$ cat src/rtl/adma_atx_wrr_arb.sv
// adma_atx_wrr_arb
// Weighted round-robin arbiter for per-channel AXI transaction requests.
// The granted request goes into a registered forward slice.
// Optional feature macro: ADMA_ATX_ARB_OSTD_LIMIT_EN.
//   Defined   - a per-channel outstanding counter blocks a channel that
//               already has CHN_OSTD_MAX transactions in flight.
//   Undefined - no counters are built, and atx_done is ignored.
module adma_atx_wrr_arb #(
    parameter int DMA_CHN_NUM   = 4,
    parameter int DMA_CHN_ARB_W = 3,
    parameter int SRC_ADDR_W    = 32,
    parameter int DST_ADDR_W    = 32,
    parameter int MST_ID_W      = 5,
    parameter int ATX_LEN_W     = 8,
    parameter int CHN_OSTD_MAX  = 2,
    parameter int DMA_CHN_NUM_W = $clog2(DMA_CHN_NUM)
) (
    input  logic                                 clk,
    input  logic                                 rst,
    input  logic [DMA_CHN_NUM*MST_ID_W-1:0]      bwd_arid,
    input  logic [DMA_CHN_NUM*SRC_ADDR_W-1:0]    bwd_araddr,
    input  logic [DMA_CHN_NUM*ATX_LEN_W-1:0]     bwd_arlen,
    input  logic [DMA_CHN_NUM*2-1:0]             bwd_arburst,
    input  logic [DMA_CHN_NUM*MST_ID_W-1:0]      bwd_awid,
    input  logic [DMA_CHN_NUM*DST_ADDR_W-1:0]    bwd_awaddr,
    input  logic [DMA_CHN_NUM*ATX_LEN_W-1:0]     bwd_awlen,
    input  logic [DMA_CHN_NUM*2-1:0]             bwd_awburst,
    input  logic [DMA_CHN_NUM-1:0]               bwd_atx_vld,
    output logic [DMA_CHN_NUM-1:0]               bwd_atx_rdy,
    input  logic [DMA_CHN_NUM*DMA_CHN_ARB_W-1:0] chn_arb_rate,
    input  logic [DMA_CHN_NUM-1:0]               atx_done,
    output logic [DMA_CHN_NUM_W-1:0]             fwd_atx_chn_id,
    output logic [MST_ID_W-1:0]                  fwd_arid,
    output logic [SRC_ADDR_W-1:0]                fwd_araddr,
    output logic [ATX_LEN_W-1:0]                 fwd_arlen,
    output logic [1:0]                           fwd_arburst,
    output logic [MST_ID_W-1:0]                  fwd_awid,
    output logic [DST_ADDR_W-1:0]                fwd_awaddr,
    output logic [ATX_LEN_W-1:0]                 fwd_awlen,
    output logic [1:0]                           fwd_awburst,
    output logic                                 fwd_atx_vld,
    input  logic                                 fwd_atx_rdy
);

    logic [MST_ID_W-1:0]      arid_a    [DMA_CHN_NUM];
    logic [SRC_ADDR_W-1:0]    araddr_a  [DMA_CHN_NUM];
    logic [ATX_LEN_W-1:0]     arlen_a   [DMA_CHN_NUM];
    logic [1:0]               arburst_a [DMA_CHN_NUM];
    logic [MST_ID_W-1:0]      awid_a    [DMA_CHN_NUM];
    logic [DST_ADDR_W-1:0]    awaddr_a  [DMA_CHN_NUM];
    logic [ATX_LEN_W-1:0]     awlen_a   [DMA_CHN_NUM];
    logic [1:0]               awburst_a [DMA_CHN_NUM];
    logic [DMA_CHN_ARB_W-1:0] rate_eff  [DMA_CHN_NUM];

    logic [DMA_CHN_NUM-1:0]   elig;
    logic [DMA_CHN_NUM_W-1:0] ptr;
    logic [DMA_CHN_ARB_W-1:0] cred;
    logic [DMA_CHN_NUM_W-1:0] sel;
    logic [DMA_CHN_NUM_W-1:0] scan_idx;
    logic                     sel_vld;
    logic                     load_ok;
    logic                     accept;

    // Split the packed per-channel buses into arrays.
    // A rate of 0 is treated as a weight of 1.
    for (genvar i = 0; i < DMA_CHN_NUM; i++) begin : g_unpack
        assign arid_a[i]    = bwd_arid[i*MST_ID_W +: MST_ID_W];
        assign araddr_a[i]  = bwd_araddr[i*SRC_ADDR_W +: SRC_ADDR_W];
        assign arlen_a[i]   = bwd_arlen[i*ATX_LEN_W +: ATX_LEN_W];
        assign arburst_a[i] = bwd_arburst[i*2 +: 2];
        assign awid_a[i]    = bwd_awid[i*MST_ID_W +: MST_ID_W];
        assign awaddr_a[i]  = bwd_awaddr[i*DST_ADDR_W +: DST_ADDR_W];
        assign awlen_a[i]   = bwd_awlen[i*ATX_LEN_W +: ATX_LEN_W];
        assign awburst_a[i] = bwd_awburst[i*2 +: 2];
        assign rate_eff[i]  = (chn_arb_rate[i*DMA_CHN_ARB_W +: DMA_CHN_ARB_W] == '0)
                            ? DMA_CHN_ARB_W'(1)
                            : chn_arb_rate[i*DMA_CHN_ARB_W +: DMA_CHN_ARB_W];
    end

`ifdef ADMA_ATX_ARB_OSTD_LIMIT_EN
    localparam int OSTD_W = $clog2(CHN_OSTD_MAX + 1);
    localparam logic [OSTD_W-1:0] OSTD_MAX_V = OSTD_W'(CHN_OSTD_MAX);

    // Count in-flight transactions per channel. A done pulse at zero is dropped.
    for (genvar i = 0; i < DMA_CHN_NUM; i++) begin : g_ostd
        logic [OSTD_W-1:0] cnt;
        logic              inc;
        logic              dec;

        assign inc     = bwd_atx_rdy[i] && bwd_atx_vld[i];
        assign dec     = atx_done[i] && (cnt != '0);
        assign elig[i] = bwd_atx_vld[i] && (cnt < OSTD_MAX_V);

        // Increment on accept and decrement on done; when both happen the count is unchanged.
        always_ff @(posedge clk or posedge rst) begin
            if (rst) begin
                cnt <= '0;
            end else if (inc && !dec) begin
                cnt <= cnt + OSTD_W'(1);
            end else if (dec && !inc) begin
                cnt <= cnt - OSTD_W'(1);
            end
        end
    end
`else
    localparam int unused_ostd_max = CHN_OSTD_MAX;
    logic unused_atx_done;
    assign unused_atx_done = ^atx_done;
    assign elig            = bwd_atx_vld;
`endif

    assign load_ok = !fwd_atx_vld || fwd_atx_rdy;

    // Choose a channel. The turn owner keeps the grant while it has credit left.
    // Otherwise scan from ptr+1 with wrap-around, ending at ptr itself.
    always_comb begin
        sel      = ptr;
        sel_vld  = 1'b0;
        scan_idx = ptr;
        if (elig[ptr] && (cred < rate_eff[ptr])) begin
            sel_vld = 1'b1;
        end else begin
            for (int k = 1; k <= DMA_CHN_NUM; k++) begin
                scan_idx = DMA_CHN_NUM_W'((int'(ptr) + k) % DMA_CHN_NUM);
                if (!sel_vld && elig[scan_idx]) begin
                    sel     = scan_idx;
                    sel_vld = 1'b1;
                end
            end
        end
    end

    // Raise ready only for the selected channel, and only while the slice can load.
    // Ready is held low during reset.
    for (genvar i = 0; i < DMA_CHN_NUM; i++) begin : g_rdy
        assign bwd_atx_rdy[i] = !rst && load_ok && sel_vld && (sel == DMA_CHN_NUM_W'(i));
    end

    assign accept = |(bwd_atx_rdy & bwd_atx_vld);

    // Track the turn owner and the number of grants it has used in this turn.
    always_ff @(posedge clk or posedge rst) begin
        if (rst) begin
            ptr  <= '0;
            cred <= '0;
        end else if (accept) begin
            if ((sel == ptr) && (cred < rate_eff[sel])) begin
                cred <= cred + 1'b1;
            end else begin
                ptr  <= sel;
                cred <= DMA_CHN_ARB_W'(1);
            end
        end
    end

    // Forward register slice. Data is held while the downstream side stalls.
    always_ff @(posedge clk or posedge rst) begin
        if (rst) begin
            fwd_atx_vld    <= 1'b0;
            fwd_atx_chn_id <= '0;
            fwd_arid       <= '0;
            fwd_araddr     <= '0;
            fwd_arlen      <= '0;
            fwd_arburst    <= '0;
            fwd_awid       <= '0;
            fwd_awaddr     <= '0;
            fwd_awlen      <= '0;
            fwd_awburst    <= '0;
        end else if (accept) begin
            fwd_atx_vld    <= 1'b1;
            fwd_atx_chn_id <= sel;
            fwd_arid       <= arid_a[sel];
            fwd_araddr     <= araddr_a[sel];
            fwd_arlen      <= arlen_a[sel];
            fwd_arburst    <= arburst_a[sel];
            fwd_awid       <= awid_a[sel];
            fwd_awaddr     <= awaddr_a[sel];
            fwd_awlen      <= awlen_a[sel];
            fwd_awburst    <= awburst_a[sel];
        end else if (fwd_atx_rdy) begin
            fwd_atx_vld    <= 1'b0;
        end
    end

endmodule

$ cat config.mk
export PLATFORM = sky130hd
export DESIGN_NAME = adma_atx_wrr_arb
export DESIGN_NICKNAME = d
export VERILOG_FILES = /design/src/rtl/adma_atx_wrr_arb.sv
export SDC_FILE = /design/constraint.sdc
export NUM_CORES = 1
export LEC_CHECK = 0
export BUFFER_PORTS_ARGS = -buffer_cell sky130_fd_sc_hd__buf_2
export CORE_AREA = 2 2 195 197
export DETAILED_ROUTE_END_ITERATION = 6
export DIE_AREA = 0 0 197 199
export SLEW_MARGIN = 30
export SYNTH_ARGS = -nofsm -noshare
export SYNTH_HDL_FRONTEND = slang
export SYNTH_SLANG_ARGS = --single-unit
$ cat constraint.sdc
create_clock -name clk -period 13.7 [get_ports clk]
set_input_delay 0.685 -clock clk [delete_from_list [all_inputs] [get_ports clk]]
set_output_delay 0.685 -clock clk [all_outputs]
set_load 0.03 [all_outputs]
==> results.yml <==
outcome:
  outcome: "finished, final reports clean"
route:
  wl_per_cell_um: 17.4
  ant_nets: 0
  firstDrtPassIters: 4
  via_count: 6785
  drt-total-wl_um: 27300
  drt_iter0_drc: 388
  drc: 0
  vias_per_cell: 4.32
sta:
  drv_slew: 0
  finalSetupViolCount: 0
  rsz0062_at_grt: "false"
  clock.fmax_ghz: 0.176
  post-route-period-util_pct: 41.5
  hold_violations: 0
  worst_slew_pin_slew_ns: 0.936
  holdWs_ns: 0.440
  slew-limit-headroom_pct: 37.6
  setup_ws_ns: 8.02
  skew_ns: 0.00718
  post-route-min-period_ns: 5.68
  fin_setup_tns_ns: 0
yosys:
  synth_top_cell_by_area: "dfrtp_1"
  synthTopCellsByArea: "dfrtp_1, mux4_2, nand2_1"
  synth.distinct_cells: 50
  synth_edf_count: 0
  syn_area_sq_um: 6790
  yosysSeqAreaShare_pct: 37.6
  yosysMostFrequentCell: "nand2_1"
  synth_ff_type: "dfrtp_1"
  synth_seq_cells: 102
  synth.top_cell.area_share_pct: 37.6
  yosysWarnings: 0
  synth_commonest_cells: "nand2_1, dfrtp_1, mux4_2"
  async_flop_share_pct: 100
  syn_nets: 1028
  syn_inst: 624
  postSynthAreaPerCell_sq_um: 10.9
place:
  placed_area_sq_um: 9660
  io_buffers: 495
  dpl.hpwl_um: 22000
  place_congestion: 0.851
  place_ws_ns: 8.38
global_route:
  grt_pass1_vias: 6784
  track_usage_pct: 13.5
  antenna_found_initial: 3
  overflow: 0
  grt_pass1_wl_um: 39200
  grt_max_degree: 84
layout:
  syn_to_final_growth_pct: 47.1
  drive_above_1_share_pct: 56.9
  postLayoutCoreUtil_pct: 26.9
  stdcell_area_sq_um: 9990
  n_antenna_cell: 0
  fin_nets: 1494
clock_tree:
  cts_resized: 0
  cts_tree: "yes"
  h-tree-depth: 3
  clk_latency_ns: 0.37
  clockBufferDepth: 2
  post_cts_buffers: 0
  cts-root-buf: "clkbuf_16"
  cts_buffers: 9
  postCtsHoldBufs: 0
  clkSinkCount: 102
  clk_pin_slew_ns: 0.07
floorplanning:
  die-area_sq_um: 39200
  die-height_um: 199
  start_util_pct: 18.3
  die_width_um: 197
  core_sq_um: 37100
  rows: 71
  ios: 500
run:
  max_cap_viol_count: 0
pwr:
  ir_worst_vdd_v: 0.000208
  p_leak_nw: 5.18
  cellPowerDensity_nw_per_um2: 289
critical_path:
  cp_data_required_time_ns: 13.02
  critPathArrivalTime_ns: 5.00
  worst-path-max-fanout: 55
  crit_path_end_kind: "output pin"
  critPathLaunchType: "flop"
  critPathKind: "flop to output pin"
hold_path:
  hp-class: "input port to asynchronous set/reset pin"
power by group:
group | internal (W) | switching, W | leakage (nW)
Combinational | 0.000951 | 0.00110 | 3.78
Sequential | 0.000449 | 0.0000937 | 1.25
Clock | 0.000165 | 0.000124 | 0.148
critical path, cell delays in order (launching register included):
cell and delay [ns]:
dfrtp_1 0.88, mux4_2 0.59, inv_1 0.07, ha_1 0.24, a21oi_1 0.14, nand2_1 0.08, a2111o_1 0.32, and4_4 0.18
mux2_4 0.64, buf_4 0.71, nand2_1 0.29, nor2_1 0.15, buf_2 0.22
layout make-up:
cell class                 count  area (sq um)
fill                        4042         27100
clock inverter                 5          82.6
clock buffer                  11           243
tap                          474           593
sequential                   102          2550
inverter                       8          32.5
multi-input combinational    467          3950
timing repair buffer         502          2530
placed cells by master (no fill, tap or decap), drive strengths merged, types with 2 or more instances in the layout:
cell type	netlist	final
a221oi	2	2
mux4	99	99
o21bai	2	2
a21o	2	2
mux2i	2	2
nor3	4	4
a21oi	7	7
dfrtp	102	102
clkbuf	18	11
nor2b	3	3
buf	29	502
nand2	289	289
a211o	2	2
o21ai	5	5
inv	8	8
nand3	2	2
nand2b	6	6
clkinvlp	0	3
nor2	11	11
ha	5	5
xnor2	2	2
bufinv	0	2
xor2	2	2
a211oi	4	4
final timing paths:
kind / startpoint / endpoint / slack [ns] / depth (start not counted)
max: ptr[0] / bwd_atx_rdy[3] / 8.02 / 12
min: rst / fwd_araddr[14] / 0.44 / 2
max reg2reg: ptr[0] / cred[2] / 8.63 / 15
min reg2reg: fwd_araddr[13] / fwd_araddr[13] / 0.47 / 2
max in group asynchronous: rst / fwd_awaddr[17] / 12.02 / 3
min in group clk: fwd_araddr[13] / fwd_araddr[13] / 0.47 / 2
through the flow:
step | total power [W] | std cells
after detailed placement | 0.00264 | 1553
after CTS | 0.00295 | 1569
final | 0.00289 | 1569
after floorplan | 0.00224 | 624
after global placement | 0.00261 | 1553
after global routing | 0.00312 | 1569
flip-flops by register name, indices dropped and copies added, names as in the netlist:
signal          cells
fwd_arid            5
fwd_awburst         2
fwd_araddr         32
fwd_awaddr         32
ptr                 2
fwd_awlen           8
fwd_arburst         2
fwd_awid            5
fwd_arlen           8
fwd_atx_chn_id      2
cred                3
fwd_atx_vld         1
per-layer routing:
| metal | up-vias | GRT usage, % | wire length (um) |
|---|---|---|---|
| met5 | - | 0 | 40 |
| met4 | 6 | 4.15 | 473 |
| met3 | 26 | 4.07 | 2060 |
| met2 | 287 | 23.1 | 13700 |
| met1 | 3318 | 16.2 | 11000 |
| li1 | 3148 | - | - |
cell families after synthesis:
family | synth area share (%)
adders and majority gates | 0.921
DFF | 37.6
muxes | 33.6
and+or+nand+nor | 19.0
AOI/OAI and AO/OA | 3.43
buffers and inverters | 4.72
xor gates and xnor gates | 0.737
Power figures use the tool's default switching activity.
